$ cat src/rtl/spike_pkg.sv
// Shared constants, FSM state encoding and saturation helper for the spike packetizer.
// Optional rate monitor in the top module is enabled with macro SPK_RATE_EN.
package spike_pkg;

    localparam int TS_W_DEF       = 16;
    localparam int FIFO_DEPTH_DEF = 4;

    localparam logic [7:0] DROP_SAT = 8'hFF;

    localparam logic [0:0] ST_ARMED   = 1'b0;
    localparam logic [0:0] ST_REFRACT = 1'b1;

    typedef enum logic [0:0] {
        ARMED   = ST_ARMED,
        REFRACT = ST_REFRACT
    } spike_state_e;

    // Add one to an 8-bit counter without rolling over past DROP_SAT.
    function automatic logic [7:0] sat_inc8(input logic [7:0] v, input logic inc);
        if (inc && (v != DROP_SAT)) begin
            return v + 8'd1;
        end else begin
            return v;
        end
    endfunction

endpackage

$ cat src/rtl/spike_fifo.sv
// Small timestamp FIFO: synchronous push/pop, head served from the register bank,
// and a simultaneous push+pop is accepted even when full.
module spike_fifo
    import spike_pkg::*;
#(
    parameter int W     = TS_W_DEF,
    parameter int DEPTH = FIFO_DEPTH_DEF
) (
    input  logic         clk,
    input  logic         rst,
    input  logic         i_push,
    input  logic         i_pop,
    input  logic [W-1:0] i_data,
    output logic [W-1:0] o_data,
    output logic         o_valid,
    output logic         o_full
);

    localparam int            AW       = (DEPTH > 2) ? $clog2(DEPTH) : 1;
    localparam logic [AW:0]   FULL_CNT = (AW + 1)'(DEPTH);
    localparam logic [AW-1:0] PTR_ONE  = {{(AW - 1){1'b0}}, 1'b1};
    localparam logic [AW:0]   CNT_ONE  = {{AW{1'b0}}, 1'b1};

    if ((DEPTH < 2) || ((DEPTH & (DEPTH - 1)) != 0)) begin : g_bad_depth
        $error("spike_fifo: DEPTH must be a power of two and at least 2");
    end

    logic [W-1:0]  r_mem [DEPTH];
    logic [AW-1:0] r_wr_ptr;
    logic [AW-1:0] r_rd_ptr;
    logic [AW:0]   r_count;

    logic w_full;
    logic w_empty;
    logic w_push_ok;
    logic w_pop_ok;

    assign w_full    = (r_count == FULL_CNT);
    assign w_empty   = (r_count == {(AW + 1){1'b0}});
    // A pop in the same cycle frees the slot the push needs.
    assign w_push_ok = i_push & (~w_full | i_pop);
    assign w_pop_ok  = i_pop & ~w_empty;

    assign o_data  = r_mem[r_rd_ptr];
    assign o_valid = ~w_empty;
    assign o_full  = w_full;

    // Storage write port.
    always_ff @(posedge clk or posedge rst) begin
        if (rst) begin
            for (int i = 0; i < DEPTH; i++) begin
                r_mem[i] <= {W{1'b0}};
            end
        end else if (w_push_ok) begin
            r_mem[r_wr_ptr] <= i_data;
        end
    end

    // Pointer and occupancy tracking.
    always_ff @(posedge clk or posedge rst) begin
        if (rst) begin
            r_wr_ptr <= {AW{1'b0}};
            r_rd_ptr <= {AW{1'b0}};
            r_count  <= {(AW + 1){1'b0}};
        end else begin
            if (w_push_ok) begin
                r_wr_ptr <= r_wr_ptr + PTR_ONE;
            end
            if (w_pop_ok) begin
                r_rd_ptr <= r_rd_ptr + PTR_ONE;
            end
            case ({w_push_ok, w_pop_ok})
                2'b10:   r_count <= r_count + CNT_ONE;
                2'b01:   r_count <= r_count - CNT_ONE;
                default: r_count <= r_count;
            endcase
        end
    end

endmodule

$ cat src/rtl/spike_packetizer.sv
// Timestamps rising spike edges, enforces a refractory period and queues events.
// Define SPK_RATE_EN to add the windowed spike-rate outputs rate_cnt/rate_valid.
module spike_packetizer
    import spike_pkg::*;
#(
    parameter int TS_W          = TS_W_DEF,
    parameter int FIFO_DEPTH    = FIFO_DEPTH_DEF,
    parameter int RATE_WIN_LOG2 = 10
) (
    input  logic            clk,
    input  logic            rst,
    input  logic            spike_in,
    input  logic [7:0]      refractory_in,
    output logic            evt_valid,
    input  logic            evt_ready,
    output logic [TS_W-1:0] evt_ts,
    output logic            overflow,
    output logic [7:0]      drop_cnt
`ifdef SPK_RATE_EN
    ,
    output logic [7:0]      rate_cnt,
    output logic            rate_valid
`endif
);

    localparam logic [TS_W-1:0] TS_ONE = {{(TS_W - 1){1'b0}}, 1'b1};

    if ((RATE_WIN_LOG2 < 1) || (RATE_WIN_LOG2 > 30)) begin : g_bad_win
        $error("spike_packetizer: RATE_WIN_LOG2 out of range");
    end

    logic [TS_W-1:0] r_ts;
    logic            r_spike_d;
    spike_state_e    r_state;
    logic [7:0]      r_rcnt;
    logic            r_overflow;
    logic [7:0]      r_drop_cnt;

    spike_state_e    w_state_nxt;
    logic [7:0]      w_rcnt_nxt;
    logic            w_edge;
    logic            w_accept;
    logic            w_pop;
    logic            w_full;
    logic            w_drop;

    assign w_edge   = spike_in & ~r_spike_d;
    assign w_accept = (r_state == ARMED) & w_edge;
    assign w_pop    = evt_valid & evt_ready;
    assign w_drop   = w_accept & w_full & ~w_pop;

    assign overflow = r_overflow;
    assign drop_cnt = r_drop_cnt;

    // Free-running timestamp, edge-detect history and FSM state.
    always_ff @(posedge clk or posedge rst) begin
        if (rst) begin
            r_ts      <= {TS_W{1'b0}};
            r_spike_d <= 1'b0;
            r_state   <= ARMED;
            r_rcnt    <= 8'd0;
        end else begin
            r_ts      <= r_ts + TS_ONE;
            r_spike_d <= spike_in;
            r_state   <= w_state_nxt;
            r_rcnt    <= w_rcnt_nxt;
        end
    end

    // Refractory FSM: a spike with refractory R blocks the next R cycles.
    always_comb begin
        w_state_nxt = r_state;
        w_rcnt_nxt  = r_rcnt;
        case (r_state)
            ARMED: begin
                if (w_edge) begin
                    w_rcnt_nxt  = refractory_in;
                    w_state_nxt = (refractory_in != 8'd0) ? REFRACT : ARMED;
                end else begin
                    w_rcnt_nxt  = r_rcnt;
                    w_state_nxt = ARMED;
                end
            end
            REFRACT: begin
                w_rcnt_nxt = r_rcnt - 8'd1;
                if (r_rcnt <= 8'd1) begin
                    w_state_nxt = ARMED;
                end else begin
                    w_state_nxt = REFRACT;
                end
            end
            default: begin
                w_rcnt_nxt  = 8'd0;
                w_state_nxt = ARMED;
            end
        endcase
    end

    // Sticky overflow flag and saturating drop counter.
    always_ff @(posedge clk or posedge rst) begin
        if (rst) begin
            r_overflow <= 1'b0;
            r_drop_cnt <= 8'd0;
        end else begin
            r_overflow <= r_overflow | w_drop;
            r_drop_cnt <= sat_inc8(r_drop_cnt, w_drop);
        end
    end

    spike_fifo #(
        .W     (TS_W),
        .DEPTH (FIFO_DEPTH)
    ) u_fifo (
        .clk     (clk),
        .rst     (rst),
        .i_push  (w_accept),
        .i_pop   (w_pop),
        .i_data  (r_ts),
        .o_data  (evt_ts),
        .o_valid (evt_valid),
        .o_full  (w_full)
    );

`ifdef SPK_RATE_EN
    localparam logic [RATE_WIN_LOG2-1:0] WIN_ONE = {{(RATE_WIN_LOG2 - 1){1'b0}}, 1'b1};

    logic [RATE_WIN_LOG2-1:0] r_win;
    logic [7:0]               r_acc;
    logic [7:0]               r_rate_cnt;
    logic                     r_rate_valid;
    logic                     w_win_end;

    assign w_win_end  = &r_win;
    assign rate_cnt   = r_rate_cnt;
    assign rate_valid = r_rate_valid;

    // Window accumulator; a spike in the final window cycle still counts there.
    always_ff @(posedge clk or posedge rst) begin
        if (rst) begin
            r_win        <= {RATE_WIN_LOG2{1'b0}};
            r_acc        <= 8'd0;
            r_rate_cnt   <= 8'd0;
            r_rate_valid <= 1'b0;
        end else begin
            r_win <= r_win + WIN_ONE;
            if (w_win_end) begin
                r_rate_cnt   <= sat_inc8(r_acc, w_accept);
                r_acc        <= 8'd0;
                r_rate_valid <= 1'b1;
            end else begin
                r_acc        <= sat_inc8(r_acc, w_accept);
                r_rate_valid <= 1'b0;
            end
        end
    end
`endif

endmodule

$ cat config.mk
export PLATFORM = sky130hd
export DESIGN_NAME = spike_packetizer
export DESIGN_NICKNAME = d
export VERILOG_FILES = /design/src/rtl/spike_pkg.sv /design/src/rtl/spike_fifo.sv /design/src/rtl/spike_packetizer.sv
export SDC_FILE = /design/constraint.sdc
export NUM_CORES = 1
export LEC_CHECK = 0
export ABC_AREA = 0
export CORE_ASPECT_RATIO = 0.9
export CORE_MARGIN = 2
export CORE_UTILIZATION = 63
export CTS_CLUSTER_DIAMETER = 80
export DETAILED_ROUTE_END_ITERATION = 12
export MAX_ROUTING_LAYER = met4
export PLACE_DENSITY = 0.82
export SYNTH_ARGS = -nofsm -noshare
export SYNTH_HDL_FRONTEND = slang
export SYNTH_SLANG_ARGS = --single-unit
$ cat constraint.sdc
create_clock -name clk -period 8.84 [get_ports clk]
set_input_delay 1.326 -clock clk [delete_from_list [all_inputs] [get_ports clk]]
set_output_delay 1.326 -clock clk [all_outputs]
set_load 0.05 [all_outputs]
==> results of run 1 <==
## area by class of cell
type / instances / area (um2)
clock buffer: 12 / 145
inverter: 13 / 51.3
multi-input combinational: 215 / 2240
fill: 528 / 2050
clock inverter: 3 / 25.0
sequential: 106 / 2650
timing repair buffer: 38 / 378
tap: 96 / 120
## power by group
group          leakage (nW)  total, mW  internal, mW  switching [mW]
logic                  1.25      0.216         0.116          0.0997
clock network        0.0831      0.266         0.111           0.155
registers              1.42      0.611         0.528          0.0836
## sequential cells by signal, summed over array words and instances, names as in the netlist
signal,cells
u_fifo.r_mem,64
r_ts,16
drop_cnt,8
r_rcnt,8
u_fifo.r_count,3
u_fifo.r_rd_ptr,2
u_fifo.r_wr_ptr,2
overflow,1
r_spike_d,1
r_state,1
## worst paths after layout
path / slack, ps / cells after the start / from / to
setup / recovery: 4700 / 2 / u_fifo.r_rd_ptr[0]$_DFFE_PP0P_ / evt_ts[11]
hold / removal: 480 / 1 / overflow$_DFF_PP0_ / overflow$_DFF_PP0_
setup reg to reg: 6330 / 9 / r_state$_DFF_PP0_ / u_fifo.r_count[2]$_DFFE_PP0P_
hold reg to reg: 480 / 1 / overflow$_DFF_PP0_ / overflow$_DFF_PP0_
max in group asynchronous: 6230 / 3 / rst / u_fifo.r_mem[7]$_DFFE_PP0P_
min in group asynchronous: 1240 / 2 / rst / r_rcnt[4]$_DFFE_PP0P_
## cell families after synthesis
kind of cell / share of synthesized area, %
fa+ha+maj: 2.63
simple gates: 8.32
flops: 52.6
buf+inv: 2.96
mux: 25.1
compound gates: 3.50
xor+xnor: 4.87
## synth_stat cells, drive strengths merged (4+ instances only)
cell type / n
nor3: 4
inv: 13
a21oi: 9
nand2: 15
nand4: 6
mux4: 16
nand3: 13
xnor2: 16
ha: 9
clkbuf: 7
dfrtp: 106
xor2: 12
buf: 9
nor2: 16
mux2: 66
o21ai: 4
## routing by layer
layer	track usage (%)	vias to the layer above	wire, um
met2	36.0	57	4140
met4	5.11	0	91
met1	33.2	1479	4350
li1	-	1321	-
met3	6.16	11	357
met5	-	-	0
## metrics by stage
step | setup slack [ps] | instances
after CTS | 4600 | 483
after global routing | 4460 | 483
after floorplan | 4730 | 350
after detailed placement | 5010 | 468
final | 4700 | 483
after global placement | 5080 | 468
==> summary.md, run 1 <==
| Metric | Value |
|---|---|
| Run status | `finished clean` |
| H-tree lvl count | `3` |
| Antenna-violating nets left | `0` |
| Synth area leader | `dfrtp_1` |
| Yosys warns | `0` |
| Worst Path Arrival | `2810 ps` |
| Min Hold Slack | `485 ps` |
| Syn_area_per_cell | `14.4 um2` |
| Share of layout cells above drive strength 1 | `28.4%` |
| Final setup vio count | `0` |
| Layout Skew | `12.5 ps` |
| Cells after Synth | `350` |
| Ys async rst share | `between 90% and 100%` |
| GRT Util Overall | `23.7%` |
| Buf/Inv on CP | `1` |
| Final core area utilization | `73.3%` |
| Worst Hold Class | `flop to flop` |
| GP Congestion | `0.840` |
| Vias post-DR | `2868` |
| DR WL/cell | `18.5 um` |
| NumNets Final | `slightly above 400` |
| Initial DRC count | `around 180` |
| MaxCap Viol Count | `0` |
| Vias in the first global route | `2971` |
| RSZ-0062 raised after global routing | `false` |
| Fmax | `0.242 GHz` |
| Post-synthesis sequential area ratio | `52.6%` |
| Synthesized area | `0.00504 mm2` |
| Final instance area | `0.00561 mm2` |
| Max-slew violations | `0` |
| First-pass GRT wire length | `15500 um` |
| Total core area | `0.00766 mm2` |
| Yosys reg bits | `106` |
| Cell variety after synth | `between 40 and 50` |
| Die ar. | `slightly below 0.009 mm2` |
| CTS tree | `done` |
| Fin crit share | `46.8%` |
| DRT Pass-1 Iters | `4` |
| Max rail drop VDD | `0.000122 V` |
| Post_cts resized | `0` |
| Leak | `2.75 nW` |
| Crit path max-delay family | `flip-flops` |
| Die Width | `98.3 um` |
| Max_slew headroom | `between 20% and 30%` |
| Ys flop type | `dfrtp_1` |
| Post-synth EDFFs | `0` |
| Final hold vios | `0` |
| Worst skew pair latency | `360 ps` |
| Starting Density | `about two thirds` |
| Critical Path RT | `about 7500 ps` |
| Pwr Total | `1.09 mW` |
| Clock transition at path regs | `100 ps` |
| Total Routed Length | `8940 um` |
| Hold bufs inserted after CTS | `0` |
| GR Overflow Total | `0` |
| Post-synth top area share | `between 50% and 60%` |
| I/O Pins | `38` |
| Critical path launch point type | `flop` |
| Port Buffers | `37` |
| Largest net degree at the start of global routing | `88` |
| Post-CTS setup buffers | `0` |
| Top area cells in the synthesized netlist | `dfrtp_1, mux2_4, mux4_2` |
| Ant diodes | `0` |
| Crit-path cells | `mux4_2, clkdlybuf4s50_1` |
| Commonest non-fill, non-tap cell in the layout | `dfrtp_1` |
| Die Y-Extent | `88.8 um` |
| Root Buffer | `clkbuf_8` |
| Final routed DRC violation total | `0` |
| DPL Wire Length | `5910 um` |
| CP Max Fanout | `18` |
| WS Path Type | `flop to output pin` |
| Antenna violations before repair | `0` |
| P per Cell Area | `roughly 190 mW/mm2` |
| Final worst path period need | `~4100 ps` |
| Placed cell area | `0.00544 mm2` |
| CTS max path bufs | `2` |
| Critical Path Sink Type | `output pin` |
| Worst path slowest cell | `dfrtp_1` |
| Placement Rows | `30` |
| Routed vias/inst | `5.94` |
| Worst-Margin Slew | `1140 ps` |
| Crit path largest cell delay | `1110 ps` |
| Commonest cells after routing, fill and taps aside | `dfrtp_1, mux2_4, clkdlybuf4s50_1` |
| CTS Sinks | `106` |
| Syn Nets | `about 370` |
| Area Growth Syn to Fin | `11.3%` |
| Setup tns final | `0 ps` |
| Clock buffer count from CTS | `9` |
No activity file was read; power rests on OpenSTA's default activity.
==> run 2, diff against run 1 <==
--- a/config.mk
+++ b/config.mk
@@ -8,11 +8,11 @@
 export ABC_AREA = 0
 export CORE_ASPECT_RATIO = 0.9
 export CORE_MARGIN = 2
-export CORE_UTILIZATION = 63
+export CORE_UTILIZATION = 58
 export CTS_CLUSTER_DIAMETER = 80
 export DETAILED_ROUTE_END_ITERATION = 12
 export MAX_ROUTING_LAYER = met4
-export PLACE_DENSITY = 0.82
+export PLACE_DENSITY = 0.76
 export SYNTH_ARGS = -nofsm -noshare
 export SYNTH_HDL_FRONTEND = slang
 export SYNTH_SLANG_ARGS = --single-unit
==> constraint.sdc (replaced) <==
create_clock -name clk -period 3.9 [get_ports clk]
set_input_delay 0.585 -clock clk [delete_from_list [all_inputs] [get_ports clk]]
set_output_delay 0.585 -clock clk [all_outputs]
set_load 0.05 [all_outputs]
==> run 2 against run 1 <==
Compared with the run above: combinational power increased to 2.5 times the previous value; worst setup slack got worse by 3900 ps; first-iteration DRC count decreased by 40%; register-to-register slack got worse by 4900 ps; non-clock buffer count increased by 1; total power increased by 140%; clock power increased to 2.9 times the previous value; die area increased by 8.2%; critical path depth unchanged.
==> summary.md, run 2 (same netlist as run 1, synthesis figures left out) <==
| Metric | Value |
|---|---|
| RSZ-0062 raised after global routing | `false` |
| Final hold vios | `0` |
| CTS max path bufs | `2` |
| DR WL/cell | `17.2 um` |
| Antenna violations before repair | `0` |
| Post_cts resized | `0` |
| Clock buffer count from CTS | `9` |
| I/O Pins | `38` |
| Fin crit share | `79.1%` |
| Final core area utilization | `67.3%` |
| Layout Skew | `9.58 ps` |
| CTS tree | `done` |
| First-pass GRT wire length | `15100 um` |
| Max_slew headroom | `between 40% and 50%` |
| Crit-path cells | `mux4_2, clkdlybuf4s50_1` |
| Critical path launch point type | `flop` |
| Antenna-violating nets left | `0` |
| CP Max Fanout | `17` |
| Total core area | `0.00849 mm2` |
| Die ar. | `0.00945 mm2` |
| Post-CTS setup buffers | `0` |
| Finished Layout Cells | `508` |
| P per Cell Area | `461 mW/mm2` |
| MaxCap Viol Count | `0` |
| GR Overflow Total | `0` |
| WS Path Type | `flop to output pin` |
| GP Congestion | `0.801` |
| Min Hold Slack | `around 470 ps` |
| Multi-input gate area | `0.00224 mm2` |
| Dpl cells | `492` |
| Worst Hold Class | `flop to flop` |
| Area Growth Syn to Fin | `13.4%` |
| Fillers | `625` |
| Worst skew pair latency | `370 ps` |
| Sequential Area | `0.00265 mm2` |
| Crit path largest cell delay | `940 ps` |
| NumNets Final | `406` |
| Vias post-DR | `2828` |
| DP Worst Slack | `993 ps` |
| Commonest non-fill, non-tap cell in the layout | `dfrtp_1` |
| Vias in the first global route | `between 3000 and 4000` |
| Initial DRC count | `109` |
| Routed wl met2 | `4290 um` |
| Hold bufs inserted after CTS | `0` |
| Buf/Inv on CP | `1` |
| Top Metal Used | `met4` |
| Worst Path Arrival | `2500 ps` |
| GRT Util Overall | `about 22%` |
| Top reg by flops | `u_fifo.r_mem` |
| Critical Path Sink Type | `output pin` |
| WL met3 | `183 um` |
| Placement Rows | `32` |
| Port Buffers | `37` |
| Clock transition at path regs | `100 ps` |
| Commonest cells after routing, fill and taps aside | `dfrtp_1, mux2_4, clkdlybuf4s50_1` |
| Slack of the critical path | `between 800 and 900 ps` |
| Final routed DRC violation total | `0` |
| Final setup vio count | `0` |
| Routed vias/inst | `5.57` |
| Root Buffer | `clkbuf_8` |
| Max reg flops | `64` |
| Final worst path period need | `between 3000 and 4000 ps` |
| DPL Wire Length | `5650 um` |
| Max-slew violations | `0` |
| Die Y-Extent | `92.4 um` |
| CTS Sinks | `106` |
| Fmax | `0.324 GHz` |
| Ant diodes | `0` |
| H-tree lvl count | `3` |
| M1 WL | `between 4000 and 5000 um` |
| Worst path slowest cell | `dfrtp_1` |
| Share of layout cells above drive strength 1 | `29.3%` |
| DRT Pass-1 Iters | `4` |
| Starting Density | `59.4%` |
| Die Width | `102 um` |
| Biggest regs | `u_fifo.r_mem: 64 flops, r_ts: 16 flops` |
| Crit path max-delay family | `flip-flops` |
| Run status | `finished clean` |
| Leak | `2.78 nW` |
| Setup tns final | `0 ps` |
| Total Routed Length | `about 8700 um` |
| Worst-Margin Slew | `a little under 900 ps` |
| Largest net degree at the start of global routing | `63` |
| Critical Path RT | `3310 ps` |
| Max rail drop VDD | `~0.00033 V` |
[run 2: changes by cell type in the layout (fill, tap and decap cells not counted), sizes merged]
| cell | change |
|---|---|
| buf | +1 |
| bufinv | +2 |
| clkbuf | -2 |
| clkinvlp | +1 |
[run 2: area by class of cell]
| cell class | count | area share, % |
|---|---|---|
| repair buffers | 39 | 6.96 |
| multi-input cells | 215 | 39.2 |
| well taps | 119 | 2.61 |
| inverters | 13 | 0.898 |
| clock buffers | 10 | 2.41 |
| clock inverters | 6 | 1.55 |
| flip-flops and latches | 106 | 46.4 |
[run 2: worst paths after layout]
path / from / endpoint / slack [ps] / cells past startpoint
max in group asynchronous: rst / r_ts[12]$_DFF_PP0_ / 2590 / 3
worst min register to register: overflow$_DFF_PP0_ / overflow$_DFF_PP0_ / 470 / 1
min in group asynchronous: rst / r_spike_d$_DFF_PP0_ / 610 / 2
worst max register to register: r_state$_DFF_PP0_ / u_fifo.r_count[2]$_DFFE_PP0P_ / 1400 / 9
worst max-delay path: u_fifo.r_rd_ptr[1]$_DFFE_PP0P_ / evt_ts[13] / 810 / 2
worst min-delay path: overflow$_DFF_PP0_ / overflow$_DFF_PP0_ / 470 / 1
[run 2: routing by layer]
layer | up-vias | GRT usage [%]
met5 | - | -
li1 | 1311 | -
met1 | 1480 | 28.6
met2 | 29 | 33.6
met3 | 8 | 4.60
met4 | 0 | 7.11
[run 2: power breakdown]
group / leakage [nW] / internal [mW] / switching, mW / total, mW
logic: 1.26 / 0.270 / 0.275 / 0.545
registers: 1.42 / 1.20 / 0.131 / 1.33
clock network: 0.109 / 0.380 / 0.380 / 0.760
total: 2.78 / 1.85 / 0.786 / 2.63
[run 2: stage by stage]
stage	cell area, um2	power (mW)
2_1_floorplan	5040	1.76
3_3_place_gp	5490	1.88
3_5_place_dp	5490	1.90
4_1_cts	5710	2.66
5_1_grt	5710	2.77
6_report	5710	2.63
==> run 3, diff against run 2 <==
--- a/config.mk
+++ b/config.mk
@@ -8,11 +8,11 @@
 export ABC_AREA = 0
 export CORE_ASPECT_RATIO = 0.9
 export CORE_MARGIN = 2
-export CORE_UTILIZATION = 58
+export CORE_UTILIZATION = 53
 export CTS_CLUSTER_DIAMETER = 80
 export DETAILED_ROUTE_END_ITERATION = 12
 export MAX_ROUTING_LAYER = met4
-export PLACE_DENSITY = 0.76
+export PLACE_DENSITY = 0.73
 export SYNTH_ARGS = -nofsm -noshare
 export SYNTH_HDL_FRONTEND = slang
 export SYNTH_SLANG_ARGS = --single-unit
==> constraint.sdc (replaced) <==
create_clock -name clk -period 2.55 [get_ports clk]
set_input_delay 0.3825 -clock clk [delete_from_list [all_inputs] [get_ports clk]]
set_output_delay 0.3825 -clock clk [all_outputs]
set_load 0.05 [all_outputs]
==> run 3 against run 2 <==
Compared with the run above: utilization decreased by 4.6 points; worst setup slack got worse by 690 ps; register-to-register slack got worse by 1000 ps; clock-buffer cell count increased by 2; largest power group unchanged; critical path depth unchanged; first-iteration DRC count decreased by 5.5%; sequential share of layout area decreased by 0.31 points; highest routed layer unchanged; sequential power increased by 50%; design area increased by 0.68%; die area increased by 9.0%.
==> summary.md, run 3 (same netlist as run 1, synthesis figures left out) <==
| Metric | Value |
|---|---|
| H-tree lvl count | `3` |
| Die Width | `107 um` |
| Total core area | `0.00917 mm2` |
| Antenna violations before repair | `0` |
| Final setup vio count | `0` |
| Port Buffers | `37` |
| Worst Path Arrival | `2040 ps` |
| Critical Path RT | `2170 ps` |
| CTS Sinks | `roughly 110` |
| Dpl cells | `about 500` |
| Met2 GRT Util | `between 20% and 30%` |
| Fin crit share | `95.2%` |
| Post-CTS setup buffers | `0` |
| DPL Wire Length | `5910 um` |
| First-pass GRT wire length | `~15000 um` |
| Max rail drop VDD | `about 0.00058 V` |
| Max-slew violations | `0` |
| Critical path launch point type | `flop` |
| Total Routed Length | `between 8000 and 9000 um` |
| Antenna-violating nets left | `0` |
| MaxCap Viol Count | `0` |
| Fillers | `729` |
| NumNets Final | `415` |
| Most crowded layer after global routing | `met1` |
| DRT Pass-1 Iters | `4` |
| GRT Util Overall | `19.8%` |
| Leak | `between 2 and 3 nW` |
| Clock buffer count from CTS | `9` |
| I/O Pins | `38` |
| Layout Skew | `12.1 ps` |
| Critical Path Sink Type | `output pin` |
| Commonest non-fill, non-tap cell in the layout | `dfrtp_1` |
| Max reg flops | `between 60 and 70` |
| Met1 Use GR | `around 29%` |
| Sequential Area | `0.00265 mm2` |
| GP Congestion | `0.798` |
| Hold bufs inserted after CTS | `0` |
| Starting Density | `between 50% and 60%` |
| Worst-Margin Slew | `605 ps` |
| Final worst path period need | `2430 ps` |
| M3 GR Usage | `4.56%` |
| Final hold vios | `0` |
| Ant diodes | `0` |
| Routed vias/inst | `roughly 5.4` |
| Root Buffer | `clkbuf_8` |
| Initial DRC count | `103` |
| Share of layout cells above drive strength 1 | `34.4%` |
| Placement Rows | `33` |
| Worst Hold Class | `input port to asynchronous set/reset pin` |
| Run status | `finished clean` |
| Top reg by flops | `u_fifo.r_mem` |
| DR WL/cell | `16.7 um` |
| Multi-input gate area | `0.00224 mm2` |
| Commonest cells after routing, fill and taps aside | `dfrtp_1, mux2_4, mux2_2` |
| Final routed DRC violation total | `0` |
| CTS tree | `done` |
| WS Path Type | `flop to output pin` |
| Vias post-DR | `2824` |
| Vias in the first global route | `2900` |
| Biggest regs | `u_fifo.r_mem: 64 flops, r_ts: 16 flops` |
| Fmax | `0.412 GHz` |
| RSZ-0062 raised after global routing | `false` |
| Max_slew headroom | `59.6%` |
| GR Overflow Total | `0` |
| P per Cell Area | `699 mW/mm2` |
| Setup tns final | `0 ps` |
| Die Y-Extent | `96.5 um` |
| Clock transition at path regs | `about 100 ps` |
| Finished Layout Cells | `520` |
| Worst skew pair latency | `about 370 ps` |
| Area Growth Syn to Fin | `14.2%` |
| Post_cts resized | `0` |
| CTS max path bufs | `2` |
| Die ar. | `~0.01 mm2` |
| Largest net degree at the start of global routing | `35` |
| CP Max Fanout | `4` |
[run 3: changes by cell type in the layout (fill, tap and decap cells not counted)]
cell,change
buf_4,+24
clkdlybuf4s50_1,-16
clkbuf_1,+2
buf_12,+1
clkinv_2,-1
clkinvlp_4,+1
inv_4,-1
inv_6,-1
[run 3: final timing paths]
kind                                                    start                       endpoint  slack [ps]  depth (start not counted)
min in group clk                           overflow$_DFF_PP0_             overflow$_DFF_PP0_         470                          1
worst min-delay path                                      rst          r_rcnt[2]$_DFFE_PP0P_         430                          2
max in group asynchronous                                 rst   u_fifo.r_mem[47]$_DFFE_PP0P_        1440                          3
worst max-delay path            u_fifo.r_count[0]$_DFFE_PP0P_                      evt_valid         120                          2
worst max register to register  u_fifo.r_count[0]$_DFFE_PP0P_  u_fifo.r_count[2]$_DFFE_PP0P_         400                          8
worst min register to register             overflow$_DFF_PP0_             overflow$_DFF_PP0_         470                          1
[run 3: critical path, stage by stage, from the launching register on]
cell	delay, ps
dfrtp_1	450
or3_2	520
clkdlybuf4s50_1	720
[run 3: routing by layer]
| metal | share of wire (%) | vias up | wire length, um |
|---|---|---|---|
| met1 | 50 | 1446 | 4320 |
| met2 | 47 | 34 | 4060 |
| met5 | 0 | - | 0 |
| met3 | 2.7 | 8 | 236 |
| li1 | - | 1336 | - |
| met4 | 0.98 | 0 | 85 |
[run 3: cell type report]
class                   instances  share of cell area (%)
multi-input cells             215                    38.9
inverters                      13                   0.913
well taps                     122                    2.65
flip-flops and latches        106                    46.1
clock inverters                 4                    1.30
clock buffers                  12                    2.52
repair buffers                 48                    7.61
[run 3: report_power, final]
group	internal (mW)	total, mW	switching, mW
clock	0.581	1.13	0.544
combinational	0.434	0.908	0.474
sequential	1.83	1.99	0.156
total	2.85	4.02	1.17
[run 3: stage by stage]
| stage | util [%] | instance area (um2) | setup WS (ps) | total power, mW | hold slack (ps) |
|---|---|---|---|---|---|
| after detailed placement | 60.4 | 5530 | 83.3 | 2.94 | 450 |
| after floorplan | - | 5040 | 339 | 2.69 | 414 |
| after CTS | 62.8 | 5750 | 99.2 | 4.07 | 422 |
| final | 62.8 | 5750 | 123 | 4.02 | 425 |
| after global routing | 62.8 | 5750 | 58.1 | 4.24 | 448 |
| after global placement | 60.4 | 5530 | 164 | 2.91 | 443 |
